### src/rtl/rf_wb_arbiter_pkg.sv
// rf_wb_pkg: shared widths, source indices and request type for the writeback arbiter
package rf_wb_pkg;
    localparam int ADDR_W  = 5;
    localparam int DATA_W  = 32;
    localparam int SRC_ALU = 0;
    localparam int SRC_MEM = 1;
    localparam int SRC_MDU = 2;
    typedef struct packed {
        logic [ADDR_W-1:0] addr;
        logic [DATA_W-1:0] data;
    } wb_req_t;
endpackage

### src/rtl/rf_wb_arbiter_if.sv
// rf_wb_arbiter_if: valid/ready writeback source bundle, one lane per source
//   src_valid  source i presents a write request
//   src_addr   dest register of source i at [i*ADDR_W +: ADDR_W]
//   src_data   write data of source i at [i*DATA_W +: DATA_W]
//   src_ready  buffer i can accept this cycle
interface rf_wb_arbiter_if import rf_wb_pkg::*; #(parameter int NUM_SRC = 3) ();
    logic [NUM_SRC-1:0]        src_valid;
    logic [NUM_SRC*ADDR_W-1:0] src_addr;
    logic [NUM_SRC*DATA_W-1:0] src_data;
    logic [NUM_SRC-1:0]        src_ready;
    modport master (output src_valid, output src_addr, output src_data, input src_ready);
    modport slave (input src_valid, input src_addr, input src_data, output src_ready);
endinterface

### src/rtl/rf_wb_arbiter_rr.sv
// rr_arbiter: combinational round-robin grant over req_i starting at ptr_i
//   req_i       request vector
//   ptr_i       highest-priority index this cycle
//   grant_o     one-hot grant (zero when no request)
//   next_ptr_o  index after the granted one, or ptr_i when nothing is granted
module rr_arbiter #(
    parameter int N = 3,
    localparam int PW = $clog2(N)
) (
    input  logic [N-1:0]  req_i,
    input  logic [PW-1:0] ptr_i,
    output logic [N-1:0]  grant_o,
    output logic [PW-1:0] next_ptr_o
);
    always_comb begin
        int idx;
        logic found;
        grant_o    = '0;
        next_ptr_o = ptr_i;
        found      = 1'b0;
        idx        = 0;
        for (int o = 0; o < N; o++) begin
            idx = (int'(ptr_i) + o) % N;
            if (!found && req_i[idx]) begin
                grant_o[idx] = 1'b1;
                next_ptr_o   = PW'((idx + 1) % N);
                found        = 1'b1;
            end
        end
    end
endmodule

### src/rtl/rf_wb_arbiter.sv
// rf_wb_arbiter: shares the register-file write port among NUM_SRC buffered writeback sources
//   clk_i, rst_i           clock, synchronous active-high reset
//   src                    per-source valid/ready request lanes (slave side)
//   RegWrite_o/RDaddr_o/RDdata_o  registered write port to Reg_File
//   RSaddr_i/RTaddr_i      read addresses checked against pending writes
//   rs_hazard_o/rt_hazard_o  read register still has an uncommitted write
//   busy_o                 any buffer full or write stage active
module rf_wb_arbiter import rf_wb_pkg::*; #(
    parameter int NUM_SRC = 3
) (
    input  logic              clk_i,
    input  logic              rst_i,
    rf_wb_arbiter_if.slave    src,
    output logic              RegWrite_o,
    output logic [ADDR_W-1:0] RDaddr_o,
    output logic [DATA_W-1:0] RDdata_o,
    input  logic [ADDR_W-1:0] RSaddr_i,
    input  logic [ADDR_W-1:0] RTaddr_i,
    output logic              rs_hazard_o,
    output logic              rt_hazard_o,
    output logic              busy_o
);
    localparam int PW = $clog2(NUM_SRC);
    wb_req_t             buf_q [NUM_SRC];
    logic [NUM_SRC-1:0]  full_q, grant, accept;
    logic [PW-1:0]       ptr_q, ptr_d;
    logic                we_q;
    logic [ADDR_W-1:0]   wa_q;
    logic [DATA_W-1:0]   wd_q;
    wb_req_t             sel;
    logic                rs_pend, rt_pend;
    rr_arbiter #(.N(NUM_SRC)) u_arb (
        .req_i      (full_q),
        .ptr_i      (ptr_q),
        .grant_o    (grant),
        .next_ptr_o (ptr_d)
    );
    // A buffer being drained this cycle can be refilled at the same edge.
    assign src.src_ready = ~full_q | grant;
    assign accept        = src.src_valid & src.src_ready;
    always_comb begin
        sel     = '0;
        rs_pend = we_q && wa_q == RSaddr_i;
        rt_pend = we_q && wa_q == RTaddr_i;
        for (int i = 0; i < NUM_SRC; i++) begin
            if (grant[i]) sel = buf_q[i];
            if (full_q[i] && buf_q[i].addr == RSaddr_i) rs_pend = 1'b1;
            if (full_q[i] && buf_q[i].addr == RTaddr_i) rt_pend = 1'b1;
        end
    end
    always_ff @(posedge clk_i) begin
        if (rst_i) begin
            full_q <= '0;
            ptr_q  <= '0;
            we_q   <= 1'b0;
            wa_q   <= '0;
            wd_q   <= '0;
        end else begin
            for (int i = 0; i < NUM_SRC; i++) begin
                if (accept[i]) begin
                    full_q[i] <= 1'b1;
                    buf_q[i]  <= '{addr: src.src_addr[i*ADDR_W +: ADDR_W], data: src.src_data[i*DATA_W +: DATA_W]};
                end else if (grant[i]) begin
                    full_q[i] <= 1'b0;
                end
            end
            ptr_q <= ptr_d;
            // r0 writes are drained like any other but never strobe the register file.
            we_q  <= |grant && sel.addr != '0;
            if (|grant) begin
                wa_q <= sel.addr;
                wd_q <= sel.data;
            end
        end
    end
    assign RegWrite_o  = we_q;
    assign RDaddr_o    = wa_q;
    assign RDdata_o    = wd_q;
    assign rs_hazard_o = rs_pend && RSaddr_i != '0;
    assign rt_hazard_o = rt_pend && RTaddr_i != '0;
    assign busy_o      = |full_q || we_q;
endmodule

### src/flat_wrapper.sv
// flat-port wrapper written by rule: the top's interface ports become plain ports
module rf_wb_arbiter_flat import rf_wb_pkg::*;
#(
    parameter int NUM_SRC = 3
)
  (clk_i, rst_i, RegWrite_o, RDaddr_o, RDdata_o, RSaddr_i, RTaddr_i, rs_hazard_o, rt_hazard_o, busy_o, src_src_valid, src_src_addr, src_src_data, src_src_ready);
  rf_wb_arbiter_if #(.NUM_SRC(NUM_SRC)) src_i ();
  input  logic clk_i;
  input  logic rst_i;
  output logic RegWrite_o;
  output logic [ADDR_W-1:0] RDaddr_o;
  output logic [DATA_W-1:0] RDdata_o;
  input  logic [ADDR_W-1:0] RSaddr_i;
  input  logic [ADDR_W-1:0] RTaddr_i;
  output logic rs_hazard_o;
  output logic rt_hazard_o;
  output logic busy_o;
  input wire logic [$bits(src_i.src_valid)-1:0] src_src_valid;
  input wire logic [$bits(src_i.src_addr)-1:0] src_src_addr;
  input wire logic [$bits(src_i.src_data)-1:0] src_src_data;
  output wire logic [$bits(src_i.src_ready)-1:0] src_src_ready;
  assign src_i.src_valid = src_src_valid;
  assign src_i.src_addr = src_src_addr;
  assign src_i.src_data = src_src_data;
  assign src_src_ready = src_i.src_ready;
  rf_wb_arbiter #(.NUM_SRC(NUM_SRC)) u_core (.clk_i(clk_i), .rst_i(rst_i), .src(src_i), .RegWrite_o(RegWrite_o), .RDaddr_o(RDaddr_o), .RDdata_o(RDdata_o), .RSaddr_i(RSaddr_i), .RTaddr_i(RTaddr_i), .rs_hazard_o(rs_hazard_o), .rt_hazard_o(rt_hazard_o), .busy_o(busy_o));
endmodule
### config.mk
export PLATFORM = sky130hd
export DESIGN_NAME = rf_wb_arbiter_flat
export DESIGN_NICKNAME = d
export VERILOG_FILES = /design/src/rtl/rf_wb_arbiter_pkg.sv /design/src/rtl/rf_wb_arbiter_if.sv /design/src/rtl/rf_wb_arbiter_rr.sv /design/src/rtl/rf_wb_arbiter.sv /design/src/flat_wrapper.sv
export SDC_FILE = /design/constraint.sdc
export NUM_CORES = 1
export LEC_CHECK = 0
export BUFFER_PORTS_ARGS = -buffer_cell sky130_fd_sc_hd__buf_2
export CAP_MARGIN = 10
export CORE_UTILIZATION = 36
export CTS_CLUSTER_DIAMETER = 40
export CTS_CLUSTER_SIZE = 24
export DETAILED_ROUTE_END_ITERATION = 8
export GPL_TIMING_DRIVEN = 0
export SLEW_MARGIN = 10
export SYNTH_ARGS = -nofsm -noshare
export SYNTH_HDL_FRONTEND = slang
export SYNTH_SLANG_ARGS = --single-unit
### constraint.sdc
create_clock -name clk_i -period 10.3 [get_ports clk_i]
set_input_delay 1.03 -clock clk_i [delete_from_list [all_inputs] [get_ports clk_i]]
set_output_delay 1.03 -clock clk_i [all_outputs]
set_load 0.005 [all_outputs]
Word level (Yosys, flattened, before mapping). Memories as Yosys holds them, arrays and structs flattened. Cells that the tools add are included.

Register bits: 43. Bits in latches: 0. Bits in writable memories: 111. ROM bits: 0. Input port bits: 126. Output and inout bits: 44. Word-level logic and storage cells: 113. Memories: 1.

$add $sub $neg: 5. Multipliers: 0. Div/mod/pow operators: 6. $lt $le $gt $ge: 6. Equal/unequal tests: 8. Shift-type cells: 0. Multiplexer cells: 47. Bitwise logic cells: 5. Reduce and logical (&&, ||, !) cells: 28.

Memory list: u_core.buf_q (depth 3, width 37, rd ports 3, clocked after Yosys merged registers in 0, wr ports 3, RTL line rf_wb_arbiter.sv:24) `wb_req_t buf_q [NUM_SRC];`.

Operator list (number): $mod A32 B3 Y32 const B (5); $mux W37 (3); $add A32 B2 Y32 const B (3); $ge A32 B1 Y1 const B (3); $lt A32 B4 Y1 const B (3); $eq A5 B5 Y1 (8); $mod A3 B3 Y32 const B (1); $mux W1 (32); $logic_and A1 B1 Y1 (16); $reduce_bool A5 Y1 (3); $mux W3 (3); $or A3 B3 Y3 (3); $bmux W1 S2 (3); $demux W1 S2 (3); $mux W2 (3); $reduce_bool A2 Y1 (3); $reduce_or A3 Y1 (2); $add A2 B1 Y3 const B (1); $add A2 B2 Y3 const B (1); $and A3 B3 Y3 (1); $not A3 Y3 (1); $reduce_bool A3 Y1 (1); $logic_not A1 Y1 (2); $logic_or A1 B1 Y1 (1).

Logic depth before layout (Yosys ltp). Gate-level depths: netlist of the first run.

Word-level depth: 16. Mapped depth: 39. Depth with buffers taken out: 36.

Modules after synthesis. A second synthesis of the first run with hierarchy kept.

Cells, all modules: 496. Area total of the unflattened synthesis: 6339.8 um^2.

Modules (own cells, without submodules): rf_wb_arbiter (times used 1, cells an instance 462, area each 6067.1 um^2); rr_arbiter (times used 1, cells an instance 34, area each 272.8 um^2).

Worst setup path before layout of the first run. OpenSTA, ideal clock, no wires.

Path type: flip-flop to flip-flop. Start point: reg u_core.ptr_q[1]. End point: reg u_core.ptr_q[0]. Library setup time: 0.118 ns. Data arrival time: 7.140 ns. Required time: 10.182 ns. Setup slack: 3.042 ns. Stages on the path, launching flop included: 38. Path buffers: 5. Period minus slack after synthesis: 7.258 ns. Cells stage by stage: dfxtp_1 > inv_1 > ha_1 > buf_2 > buf_2 > nor2_1 > o21ai_1 > nand3_1 > o211ai_2 > inv_1 > ha_1 > buf_1 > or4_1 > a211oi_2 > or3_1 > buf_6 > nand3_1 > o21ai_0 > [... 2 more ...] > inv_1 > nand3_4 > xnor2_4 > ha_1 > or4_1 > a21oi_1 > a21oi_1 > a22oi_2 > xnor2_1 > ha_1 > nand2b_1 > o22ai_1 > o22ai_1 > a21oi_1 > or4b_1 > a31oi_1 > xnor2_1 > o21ai_1.

Longest elaborated chain between the ends: 11.

RTL lines: start: declaration (RTL line rf_wb_arbiter.sv:26) `logic [PW-1:0] ptr_q, ptr_d;`; start signal: assignment (RTL line rf_wb_arbiter.sv:67) `ptr_q <= ptr_d;`; branches (longest 11 deep; another with $mod A32 B3 Y32).

Parallel ways; which one is timed is not known. The select of a mux whose other input is x is not followed. A chain may end at the register's enable or synchronous reset.

Worst setup path after layout of the first run. Same ends and word-level chain as after synthesis.

==> results of run 1 <==
-- kinds of logic (layout without fill, tap and decap cells) --
logic type	Yosys count	count (layout)	synth area share, %
other cells	0	5	0
compound gates	157	157	14.6
buf+inv	67	262	3.58
simple gates	271	271	17.2
mux	11	11	1.57
fa+ha+maj	16	16	2.61
flops	154	154	54.8
xor+xnor	45	45	5.64
-- registers in the layout, indices dropped and copies added, names as in the netlist --
signal             cells
u_core.buf_q         111
u_core.RDaddr_o        5
u_core.RDdata_o       32
u_core.ptr_q           2
u_core.full_q          3
u_core.RegWrite_o      1
-- cell usage in the layout (no fill, tap or decap), drive strengths merged, types with 9 or more instances in the layout --
cell / n
clkbuf: 49
dfxtp: 43
nor3: 9
nor4: 10
o21ai: 19
xor2: 32
nor2: 80
xnor2: 13
ha: 16
buf: 187
inv: 17
a311oi: 32
nand3: 29
mux2i: 9
nand2: 87
nand2b: 13
edfxtp: 111
a21oi: 52
-- report_power, final --
| group | switching [W] | internal, W |
|---|---|---|
| combinational | 0.000956 | 0.000678 |
| clock | 0.000250 | 0.000366 |
| sequential | 0.0000575 | 0.000763 |
| total | 0.00126 | 0.00181 |
-- routing by layer --
layer / vias to the layer above / wire [um]
met5: - / 34
met3: 21 / 1370
met4: 8 / 229
li1: 3023 / -
met1: 2868 / 8940
met2: 176 / 9860
-- layout make-up --
| type | count | area, um^2 |
|---|---|---|
| Multi-Input combinational cell | 500 | 3200 |
| Fill cell | 1969 | 11100 |
| Buffer | 54 | 225 |
| Antenna cell | 5 | 12.5 |
| Clock inverter | 13 | 143 |
| Timing Repair Buffer | 163 | 876 |
| Tap cell | 270 | 338 |
| Inverter | 13 | 48.8 |
| Sequential cell | 154 | 4190 |
| Clock buffer | 19 | 443 |
-- worst paths after layout --
kind	cells after the start	startpoint	slack, ns	to
max	37	u_core.ptr_q[1]	1.79	u_core.ptr_q[0]
max reg2reg	37	u_core.ptr_q[1]	1.79	u_core.ptr_q[0]
min	2	u_core.buf_q[0][105]	0.48	u_core.RDdata_o[31]
min reg2reg	2	u_core.buf_q[0][105]	0.48	u_core.RDdata_o[31]
-- through the flow --
stage | hold slack [ns] | util (%)
6_report | 0.476 | 46.1
5_1_grt | 0.499 | 46.1
4_1_cts | 0.479 | 46.1
3_5_place_dp | 0.464 | 43.2
3_3_place_gp | 0.454 | 42.7
2_1_floorplan | 0.450 | -
-- worst max-delay path: cells and delay by family (launching register included) --
family | cells | cell delay (ns)
DFF | 1 | 0.53
xor gates and xnor gates | 3 | 0.40
and+or+nand+nor | 9 | 1.89
adders and majority gates | 5 | 1.32
AOI/OAI and AO/OA | 13 | 2.62
buffers and inverters | 7 | 1.61
==> results.txt, run 1 <==
----------------------------------------------------
[Outcome]
  Status ... completed

[Global route]
  Global-route usage over all layers ... 18.8%
  Global-route congestion overflow total ... 0
  GR Layer Usage met1 ... 23.4%
  Grt met3 use ... 5.71%
  Number of global-route vias before repair ... 5857
  First-pass GRT wire length ... 31600 um
  Number of antenna violations at the first check in global routing ... 7
  GR Layer Usage met2 ... 31.5%
  Most crowded layer after global routing ... met2
  Largest net degree at the start of global routing ... 29

[Clocking]
  Total number of clock tree sinks ... 154
  Buffers inserted during post-CTS setup optimization ... 0
  Count of cells resized by post-cts repair ... 0
  TritonCTS clock tree ... yes
  Clock tree root driver cell ... sky130_fd_sc_hd__clkbuf_16
  # H-tree levels ... 4
  Maximum buffer depth of the clock tree ... 2
  CTS Hold Bufs ... 0
  TritonCTS Buffers ... 17
  Insertion delay of the later-clocked pin in the worst-skew pair ... 0.42 ns
  Clock-pin slew reported for the worst setup and hold paths after clock tree synthesis ... 0.06 ns

[Synthesis]
  Post-synth top area share ... 43.5%
  Cell Area, Synth ... 7660 um^2
  Cell with the most instances after synthesis ... sky130_fd_sc_hd__edfxtp_1
  Library cell occupying the most area in the post-synthesis netlist ... sky130_fd_sc_hd__edfxtp_1
  Flip-flop and latch count after synthesis ... 154
  YS warnings ... 0
  Share of the yosys chip area belonging to registers ... 54.8%
  Proportion of synthesized flip-flops having asynchronous set or reset ... 0%
  Synthesized net count ... 863
  Mean instance size in the synthesized netlist ... 10.6 um^2
  Primary FF master, synth ... sky130_fd_sc_hd__edfxtp_1
  Main area contributors after synthesis ... sky130_fd_sc_hd__edfxtp_1 44%, sky130_fd_sc_hd__dfxtp_1 11%, sky130_fd_sc_hd__nand2_1 4.3%
  Count of different cell masters after synthesis ... 76
  Number of enable-type register cells in the synthesized netlist ... 111
  Commonest cells post-synth ... 111 x sky130_fd_sc_hd__edfxtp_1, 87 x sky130_fd_sc_hd__nand2_1, 79 x sky130_fd_sc_hd__nor2_1
  Synthesized instance count ... 721

[Placement]
  Placed standard-cell area ... 8890 um^2
  Total of buffers placed on input and output ports ... 158
  Final weighted congestion in routability-driven placement ... 0.842
  Pre-CTS setup slack ... 1.85 ns
  Detail Placement HPWL ... 15000 um
  Placed Cells ... 1154

[Power]
  Overall power ... 0.00307 W
  Power Density ... 324 nW/um^2
  Peak supply drop ... 164 uV
  Cell leakage power ... 3.74 nW

[Die]
  Core area ... 20600 um^2
  Starting density of the core ... 37.2%
  Die Y-Extent ... 148 um
  Std-Cell Rows ... 52
  Boundary Pins ... 170
  Horiz. Die Dim ... 148 um
  Area enclosed by the die boundary ... 21900 um^2

[STA]
  Transition time at the pin with the least slew margin ... 0.936 ns
  Final Max Tran Viols ... 0
  Final setup skew ... 0.0111 ns
  Rel. slew slack ... 36.6%
  Number of failing setup endpoints in the final timing report ... 0
  Period utilization ... 82.6%
  Final worst slack ... 1.79 ns
  Final-layout setup total negative slack ... 0 ns
  Maximum operating frequency ... 118 MHz
  RSZ-0062 raised after global routing ... false
  Number of hold violations in the final report ... 0
  Post-route minimum period ... 8.51 ns

[Final layout]
  Share of final-layout standard cells stronger than drive strength 1 ... 25.0%
  Final #Nets ... 1045
  Area growth from synthesis to layout ... 23.9%
  Area of all placed cells without fillers ... 9480 um^2
  Final cell count without fillers ... 1191

[Drt]
  DRC violations left ... 0
  WL final ... 20400 um
  Mean number of vias per cell ... 5.12
  Vias after detailed routing ... 6096
  First-pass detailed-route iteration total ... 5
  Number of antenna-violating nets in the routed design ... 0
  Count of routing violations after the opening detailed-route iteration ... 295
  Routed wire per std cell ... 17.2 um

[Run]
  Max-cap viol count ... 0

[Setup path]
  Cell repeated most along the worst path ... sky130_fd_sc_hd__ha_1
  Startpoint class of the critical path ... register
  WS Path Type ... register to register
  Max stage delay on crit path ... 0.53 ns
  Endpoint class of the critical path ... register
  Crit-path slowest cell ... sky130_fd_sc_hd__dfxtp_1
  Data arrival, critical path ... 8.80 ns
  Req. time, crit path ... 10.60 ns
  Peak fanout along the critical path ... 10

[Min path]
  Hold Crit Class ... register to register

----------------------------------------------------
Power figures use the tool's default switching activity.
==> run 2, diff against run 1 <==
- clock period: 10.3 -> 7.3 ns (I/O delays scaled with it)
==> results.txt, run 2 (synthesis results as in run 1) <==
----------------------------------------------------
[Setup path]
  Endpoint class of the critical path ... register (unchanged)
  Startpoint class of the critical path ... register (unchanged)
  Req. time, crit path ... 7.60 ns (was 10.60 ns)
  Data arrival, critical path ... 7.20 ns (was 8.80 ns)
  Max stage delay on crit path ... 0.52 ns (was 0.53 ns)
  Cell family with the largest share of critical-path delay ... simple AND/OR/NAND/NOR gates (was compound AO/OA/AOI/OAI gates)
  Buf/Inv on CP ... 5 (was 7)
  FF-to-FF path depth ... 34 (was 37)
  Peak fanout along the critical path ... 10 (unchanged)
  Crit path depth ... 34 (was 37)
  WS Path Type ... register to register (unchanged)
  Crit-path slowest cell ... sky130_fd_sc_hd__or4_1 (was sky130_fd_sc_hd__dfxtp_1)

[Drt]
  Routed wire per std cell ... 17.4 um (was 17.2 um)
  Mean number of vias per cell ... 5.14 (was 5.12)
  Vias after detailed routing ... 6130 (was 6096)
  First-pass detailed-route iteration total ... 5 (unchanged)
  Count of routing violations after the opening detailed-route iteration ... 282 (was 295)
  WL final ... 20700 um (was 20400 um)
  Number of antenna-violating nets in the routed design ... 0 (unchanged)
  DRC violations left ... 0 (unchanged)

[STA]
  Final Max Tran Viols ... 0 (unchanged)
  Transition time at the pin with the least slew margin ... 0.945 ns (was 0.936 ns)
  Final setup skew ... 0.00977 ns (was 0.0111 ns)
  Period utilization ... 94.5% (was 82.6%)
  Number of failing setup endpoints in the final timing report ... 0 (unchanged)
  Post-Route Hold Slack ... 0.476 ns (about the same)
  Rel. slew slack ... 36.0% (was 36.6%)
  Final-layout setup total negative slack ... 0 ns (unchanged)
  Final worst slack ... 0.400 ns (was 1.79 ns)
  Post-route minimum period ... 6.90 ns (was 8.51 ns)
  Number of hold violations in the final report ... 0 (unchanged)
  Maximum operating frequency ... 145 MHz (was 118 MHz)

[Final layout]
  Register name with the most flops ... u_core.buf_q (unchanged)
  Area growth from synthesis to layout ... 25.6% (was 23.9%)
  Most common cell after layout, fill and taps aside ... sky130_fd_sc_hd__buf_2 (unchanged)
  Final #Nets ... 1046 (was 1045)
  Final cell count without fillers ... 1192 (was 1191)
  Most frequent cells in the layout ... 163 x sky130_fd_sc_hd__buf_2, 111 x sky130_fd_sc_hd__edfxtp_1, 86 x sky130_fd_sc_hd__nand2_1, 79 x sky130_fd_sc_hd__nor2_1, 51 x sky130_fd_sc_hd__a21oi_1 (was 167 x sky130_fd_sc_hd__buf_2, 111 x sky130_fd_sc_hd__edfxtp_1, 87 x sky130_fd_sc_hd__nand2_1, 79 x sky130_fd_sc_hd__nor2_1, 52 x sky130_fd_sc_hd__a21oi_1)
  Largest register FFs ... 111 (unchanged)
  Share of final-layout standard cells stronger than drive strength 1 ... 27.6% (was 25.0%)

[Outcome]
  Status ... completed (unchanged)

[Clocking]
  # H-tree levels ... 4 (unchanged)
  TritonCTS clock tree ... yes (unchanged)
  Insertion delay of the later-clocked pin in the worst-skew pair ... 0.42 ns (about the same)
  Clock tree root driver cell ... sky130_fd_sc_hd__clkbuf_16 (unchanged)
  Clock-pin slew reported for the worst setup and hold paths after clock tree synthesis ... 0.06 ns (about the same)
  TritonCTS Buffers ... 17 (unchanged)
  Total number of clock tree sinks ... 154 (unchanged)
  Maximum buffer depth of the clock tree ... 2 (unchanged)

[Die]
  Std-Cell Rows ... 52 (unchanged)
  Starting density of the core ... 37.2% (unchanged)
  Boundary Pins ... 170 (unchanged)
  Die Y-Extent ... 148 um (unchanged)
  Horiz. Die Dim ... 148 um (unchanged)
  Area enclosed by the die boundary ... 21900 um^2 (unchanged)
  Core area ... 20600 um^2 (unchanged)

[Global route]
  Global-route usage over all layers ... 18.9% (was 18.8%)
  Global-route congestion overflow total ... 0 (unchanged)
  First-pass GRT wire length ... 31700 um (was 31600 um)
  Number of global-route vias before repair ... 5870 (was 5857)
  Largest net degree at the start of global routing ... 29 (unchanged)
  Number of antenna violations at the first check in global routing ... 7 (unchanged)

[Placement]
  Pre-CTS setup slack ... -1.15 ns (was 1.85 ns)
  Detail Placement HPWL ... 15000 um (unchanged)
  Total of buffers placed on input and output ports ... 158 (unchanged)
  Final weighted congestion in routability-driven placement ... 0.842 (unchanged)
  Placed Cells ... 1154 (unchanged)

[Min path]
  Instance count along the most critical hold path ... 2 (unchanged)
  Hold Crit Class ... register to register (unchanged)

[Power]
  Cell leakage power ... 3.76 nW (was 3.74 nW)
  Peak supply drop ... 244 uV (was 164 uV)
  Power Density ... 473 nW/um^2 (was 324 nW/um^2)

[Run]
  Max-cap viol count ... 0 (unchanged)

----------------------------------------------------
-- run 2: cell types whose count changed in the layout (fill, tap and decap cells not counted), sizes merged --
cell	change
buf	+1
-- run 2: area by class of cell --
type	count	area, um^2
clock buffer	19	443
multi-input combinational	500	3300
tap	270	338
clock inverter	13	143
fill	1965	10900
timing repair buffer	166	898
sequential	154	4200
antenna	5	12.5
buffer	52	229
inverter	13	51.3
-- run 2: power breakdown --
group / switching, W / total [W] / internal (W) / leakage [nW]
logic: 0.00145 / 0.00252 / 0.00107 / 2.09
registers: 0.0000813 / 0.00116 / 0.00108 / 1.39
clock network: 0.000353 / 0.000869 / 0.000516 / 0.278
-- run 2: stage by stage --
stage | instance area, um^2 | utilization, % | power (W)
4_1_cts | 9540 | 46.4 | 0.00445
3_3_place_gp | 8790 | 42.7 | 0.00345
5_1_grt | 9610 | 46.7 | 0.00487
6_report | 9620 | 46.8 | 0.00455
2_1_floorplan | 7660 | - | 0.00290
3_5_place_dp | 8890 | 43.2 | 0.00347
-- run 2: final timing paths --
kind / startpoint / slack (ns) / to
worst min-delay path: u_core.buf_q[0][87] / 0.48 / u_core.RDdata_o[13]
worst max register to register: u_core.ptr_q[0] / 0.40 / u_core.ptr_q[1]
worst max-delay path: u_core.ptr_q[0] / 0.40 / u_core.ptr_q[1]
worst min register to register: u_core.buf_q[0][87] / 0.48 / u_core.RDdata_o[13]
-- run 2: repair_timing --
action	in CTS	in global routing
endpoints found under the setup margin	2	2
setup buffers	3	0
hold buffers	0	0
resized for setup	17	19
pin swaps	3	3
-- run 2: worst min-delay path: stages, from the launching register on --
cell                       delay [ns]
sky130_fd_sc_hd__edfxtp_1        0.32
sky130_fd_sc_hd__a21oi_1         0.05
sky130_fd_sc_hd__nor2_1          0.07
-- run 2: layer usage --
metal	vias to the layer above	track usage [%]	share of wire [%]
met4	8	5.26	1.2
met1	2884	23.4	43
met3	24	5.71	6.8
met2	192	31.7	49
li1	3022	-	-
met5	-	0	0.18
==> run 3, diff against run 2 <==
- clock period: 7.3 -> 6.48 ns (I/O delays scaled with it)
==> results.txt, run 3 (synthesis results as in run 1) <==
----------------------------------------------------
[Placement]
  Detail Placement HPWL ... 15200 um (was 15000 um)
  Placed Cells ... 1154 (unchanged)
  Total of buffers placed on input and output ports ... 158 (unchanged)
  Final weighted congestion in routability-driven placement ... 0.871 (was 0.842)

[Setup path]
  Reg-to-Reg End ... u_core.ptr_q[0] (was u_core.ptr_q[1])
  Endpoint class of the critical path ... register (unchanged)
  Slack of the worst reg-to-reg path ... 0.09 ns (was 0.40 ns)
  Max stage delay on crit path ... 0.52 ns (about the same)
  Data arrival, critical path ... 6.69 ns (was 7.20 ns)
  WS Path Type ... register to register (unchanged)
  Worst setup path start ... u_core.ptr_q[0] (unchanged)
  Startpoint class of the critical path ... register (unchanged)
  Reg2reg start ... u_core.ptr_q[0] (unchanged)
  FF-to-FF path depth ... 35 (was 34)
  Setup crit end ... u_core.ptr_q[0] (was u_core.ptr_q[1])
  Req. time, crit path ... 6.79 ns (was 7.60 ns)
  Crit-path slowest cell ... sky130_fd_sc_hd__or4b_4 (was sky130_fd_sc_hd__or4_1)
  Peak fanout along the critical path ... 10 (unchanged)

[Drt]
  Mean number of vias per cell ... 5.20 (was 5.14)
  Routed wire per std cell ... 17.6 um (was 17.4 um)
  DRC violations left ... 0 (unchanged)
  Vias after detailed routing ... 6375 (was 6130)
  Count of routing violations after the opening detailed-route iteration ... 367 (was 282)
  First-pass detailed-route iteration total ... 5 (unchanged)
  Number of antenna-violating nets in the routed design ... 0 (unchanged)
  WL final ... 21500 um (was 20700 um)

[STA]
  Number of failing setup endpoints in the final timing report ... 0 (unchanged)
  Period utilization ... 98.6% (was 94.5%)
  RSZ-0062 raised after global routing ... true
  Rel. slew slack ... 45.1% (was 36.0%)
  Post-route minimum period ... 6.39 ns (was 6.90 ns)
  Final-layout setup total negative slack ... 0 ns (unchanged)
  Final Max Tran Viols ... 0 (unchanged)
  Maximum operating frequency ... 157 MHz (was 145 MHz)
  Post-Route Hold Slack ... 0.403 ns (was 0.476 ns)
  Final setup skew ... 0.0124 ns (was 0.00977 ns)
  Transition time at the pin with the least slew margin ... 0.824 ns (was 0.945 ns)
  Number of hold violations in the final report ... 0 (unchanged)

[Die]
  Die Y-Extent ... 148 um (unchanged)
  Boundary Pins ... 170 (unchanged)
  Starting density of the core ... 37.2% (unchanged)
  Core area ... 20600 um^2 (unchanged)
  Area enclosed by the die boundary ... 21900 um^2 (unchanged)
  Horiz. Die Dim ... 148 um (unchanged)
  Std-Cell Rows ... 52 (unchanged)

[Clocking]
  TritonCTS Buffers ... 17 (unchanged)
  Clock tree root driver cell ... sky130_fd_sc_hd__clkbuf_16 (unchanged)
  # H-tree levels ... 4 (unchanged)
  Total number of clock tree sinks ... 154 (unchanged)
  TritonCTS clock tree ... yes (unchanged)
  Clock-pin slew reported for the worst setup and hold paths after clock tree synthesis ... 0.07 ns (was 0.06 ns)
  Insertion delay of the later-clocked pin in the worst-skew pair ... 0.42 ns (about the same)
  Maximum buffer depth of the clock tree ... 2 (unchanged)

[Final layout]
  Share of final-layout standard cells stronger than drive strength 1 ... 33.6% (was 27.6%)
  Largest register FFs ... 111 (unchanged)
  Area growth from synthesis to layout ... 33.1% (was 25.6%)
  Multi-input combinational cell area ... 3590 um^2 (was 3300 um^2)
  Most common cell after layout, fill and taps aside ... sky130_fd_sc_hd__buf_2 (unchanged)
  Most frequent cells in the layout ... 162 x sky130_fd_sc_hd__buf_2, 111 x sky130_fd_sc_hd__edfxtp_1, 85 x sky130_fd_sc_hd__nand2_1, 76 x sky130_fd_sc_hd__nor2_1, 50 x sky130_fd_sc_hd__a21oi_1 (was 163 x sky130_fd_sc_hd__buf_2, 111 x sky130_fd_sc_hd__edfxtp_1, 86 x sky130_fd_sc_hd__nand2_1, 79 x sky130_fd_sc_hd__nor2_1, 51 x sky130_fd_sc_hd__a21oi_1)
  Register name with the most flops ... u_core.buf_q (unchanged)
  Area used by sequential logic in the layout ... 4200 um^2 (unchanged)
  Number of filler cells placed in the layout ... 1917 (was 1965)
  Final #Nets ... 1081 (was 1046)
  Final cell count without fillers ... 1225 (was 1192)

[Global route]
  Number of antenna violations at the first check in global routing ... 7 (unchanged)
  First-pass GRT wire length ... 33100 um (was 31700 um)
  Global-route congestion overflow total ... 0 (unchanged)
  Global-route usage over all layers ... 19.7% (was 18.9%)
  Number of global-route vias before repair ... 6154 (was 5870)
  Largest net degree at the start of global routing ... 32 (was 29)

[Power]
  Power spent charging and discharging nets ... 0.00233 W (was 0.00188 W)
  Power Density ... 556 nW/um^2 (was 473 nW/um^2)
  Part of the power in registers ... 23.1% (was 25.5%)
  Peak supply drop ... 364 uV (was 244 uV)
  Cell leakage power ... 3.97 nW (was 3.76 nW)
  Share of power burned in the clock network ... 16.3% (was 19.1%)
  Overall power ... 0.00567 W (was 0.00455 W)
  Switching share of total power ... 41.1% (was 41.4%)
  Part of the total power dissipated in combinational logic ... 60.7% (was 55.4%)
  Cell internal pwr ... 0.00334 W (was 0.00267 W)

[Run]
  Max-cap viol count ... 0 (unchanged)

[Outcome]
  Status ... completed (unchanged)

[Min path]
  Hold Crit Class ... primary input to register (was register to register)

----------------------------------------------------
==> run 3: cell count changes in the layout (fill, tap and decap cells not counted), moves of 3 or more <==
cell,delta
sky130_fd_sc_hd__nand3_4,+3
sky130_fd_sc_hd__ha_1,-7
sky130_fd_sc_hd__mux2i_1,-3
sky130_fd_sc_hd__nor2_1,-3
sky130_fd_sc_hd__ha_4,+7
sky130_fd_sc_hd__clkinv_2,-3
sky130_fd_sc_hd__clkinv_4,+3
sky130_fd_sc_hd__buf_4,+33
sky130_fd_sc_hd__inv_6,+3
==> run 3: metal layers <==
metal	vias to the layer above	global-route usage [%]	routed length [um]
met5	-	0	24
met4	6	5.93	302
met3	30	5.77	1610
met2	221	33.5	10700
met1	3032	24.1	8880
li1	3086	-	-
==> run 3: worst max-delay path: cells and delay by family (launching register included) <==
kind	cells	cell delay, ns
buffers and inverters	4	0.42
adders and majority gates	5	1.04
and+or+nand+nor	7	1.39
AOI/OAI and AO/OA	15	2.52
muxes	1	0.18
DFF	1	0.40
xor gates and xnor gates	3	0.34
==> run 3: worst min path at each step <==
| stage | start | to | slack [ns] | cells past startpoint |
|---|---|---|---|---|
| after floorplan | u_core.buf_q[0][74] | u_core.RDdata_o[0] | 0.45 | 2 |
| after global placement | u_core.buf_q[0][88] | u_core.RDdata_o[14] | 0.46 | 2 |
| after detailed placement | u_core.buf_q[0][88] | u_core.RDdata_o[14] | 0.47 | 2 |
| after CTS | src_src_data[94] | u_core.buf_q[0][104] | 0.39 | 1 |
| after global routing | src_src_data[94] | u_core.buf_q[0][104] | 0.38 | 1 |
| final | src_src_data[95] | u_core.buf_q[0][105] | 0.40 | 1 |
==> run 3: cell type report <==
cell class / count / share of cell area [%]
Tap cell: 270 / 3.31
Timing Repair Buffer: 204 / 11.8
Clock buffer: 18 / 4.31
Clock inverter: 14 / 1.08
Multi-Input combinational cell: 500 / 35.2
Buffer: 49 / 2.28
Inverter: 13 / 0.687
Antenna cell: 3 / 0.0736
Sequential cell: 154 / 41.2
==> run 3: stage by stage <==
stage               utilization (%)  worst slack (ns)  instance area, um^2
detailed placement             43.9            -0.756                 9020
floorplan                         -            0.0416                 7780
global placement               43.3             -1.43                 8910
finish                         49.6            0.0929                10200
global route                   49.6            -0.178                10200
CTS                            47.8           0.00338                 9840
==> run 3: what timing repair did <==
action / CTS / global route
resized for setup: 31 / 41
hold buffers: 0 / 0
setup buffers: 20 / 21
pin swaps: 17 / 29
endpoints found under the setup margin: 2 / 2
==> run 3: power groups by stage <==
stage               Sequential (W)  Combinational (W)  Clock (W)
floorplan                  0.00131            0.00208          0
global placement           0.00133            0.00270          0
detailed placement         0.00133            0.00274          0
global route               0.00132            0.00378   0.000977
finish                     0.00131            0.00344   0.000922
CTS                        0.00131            0.00311   0.000934
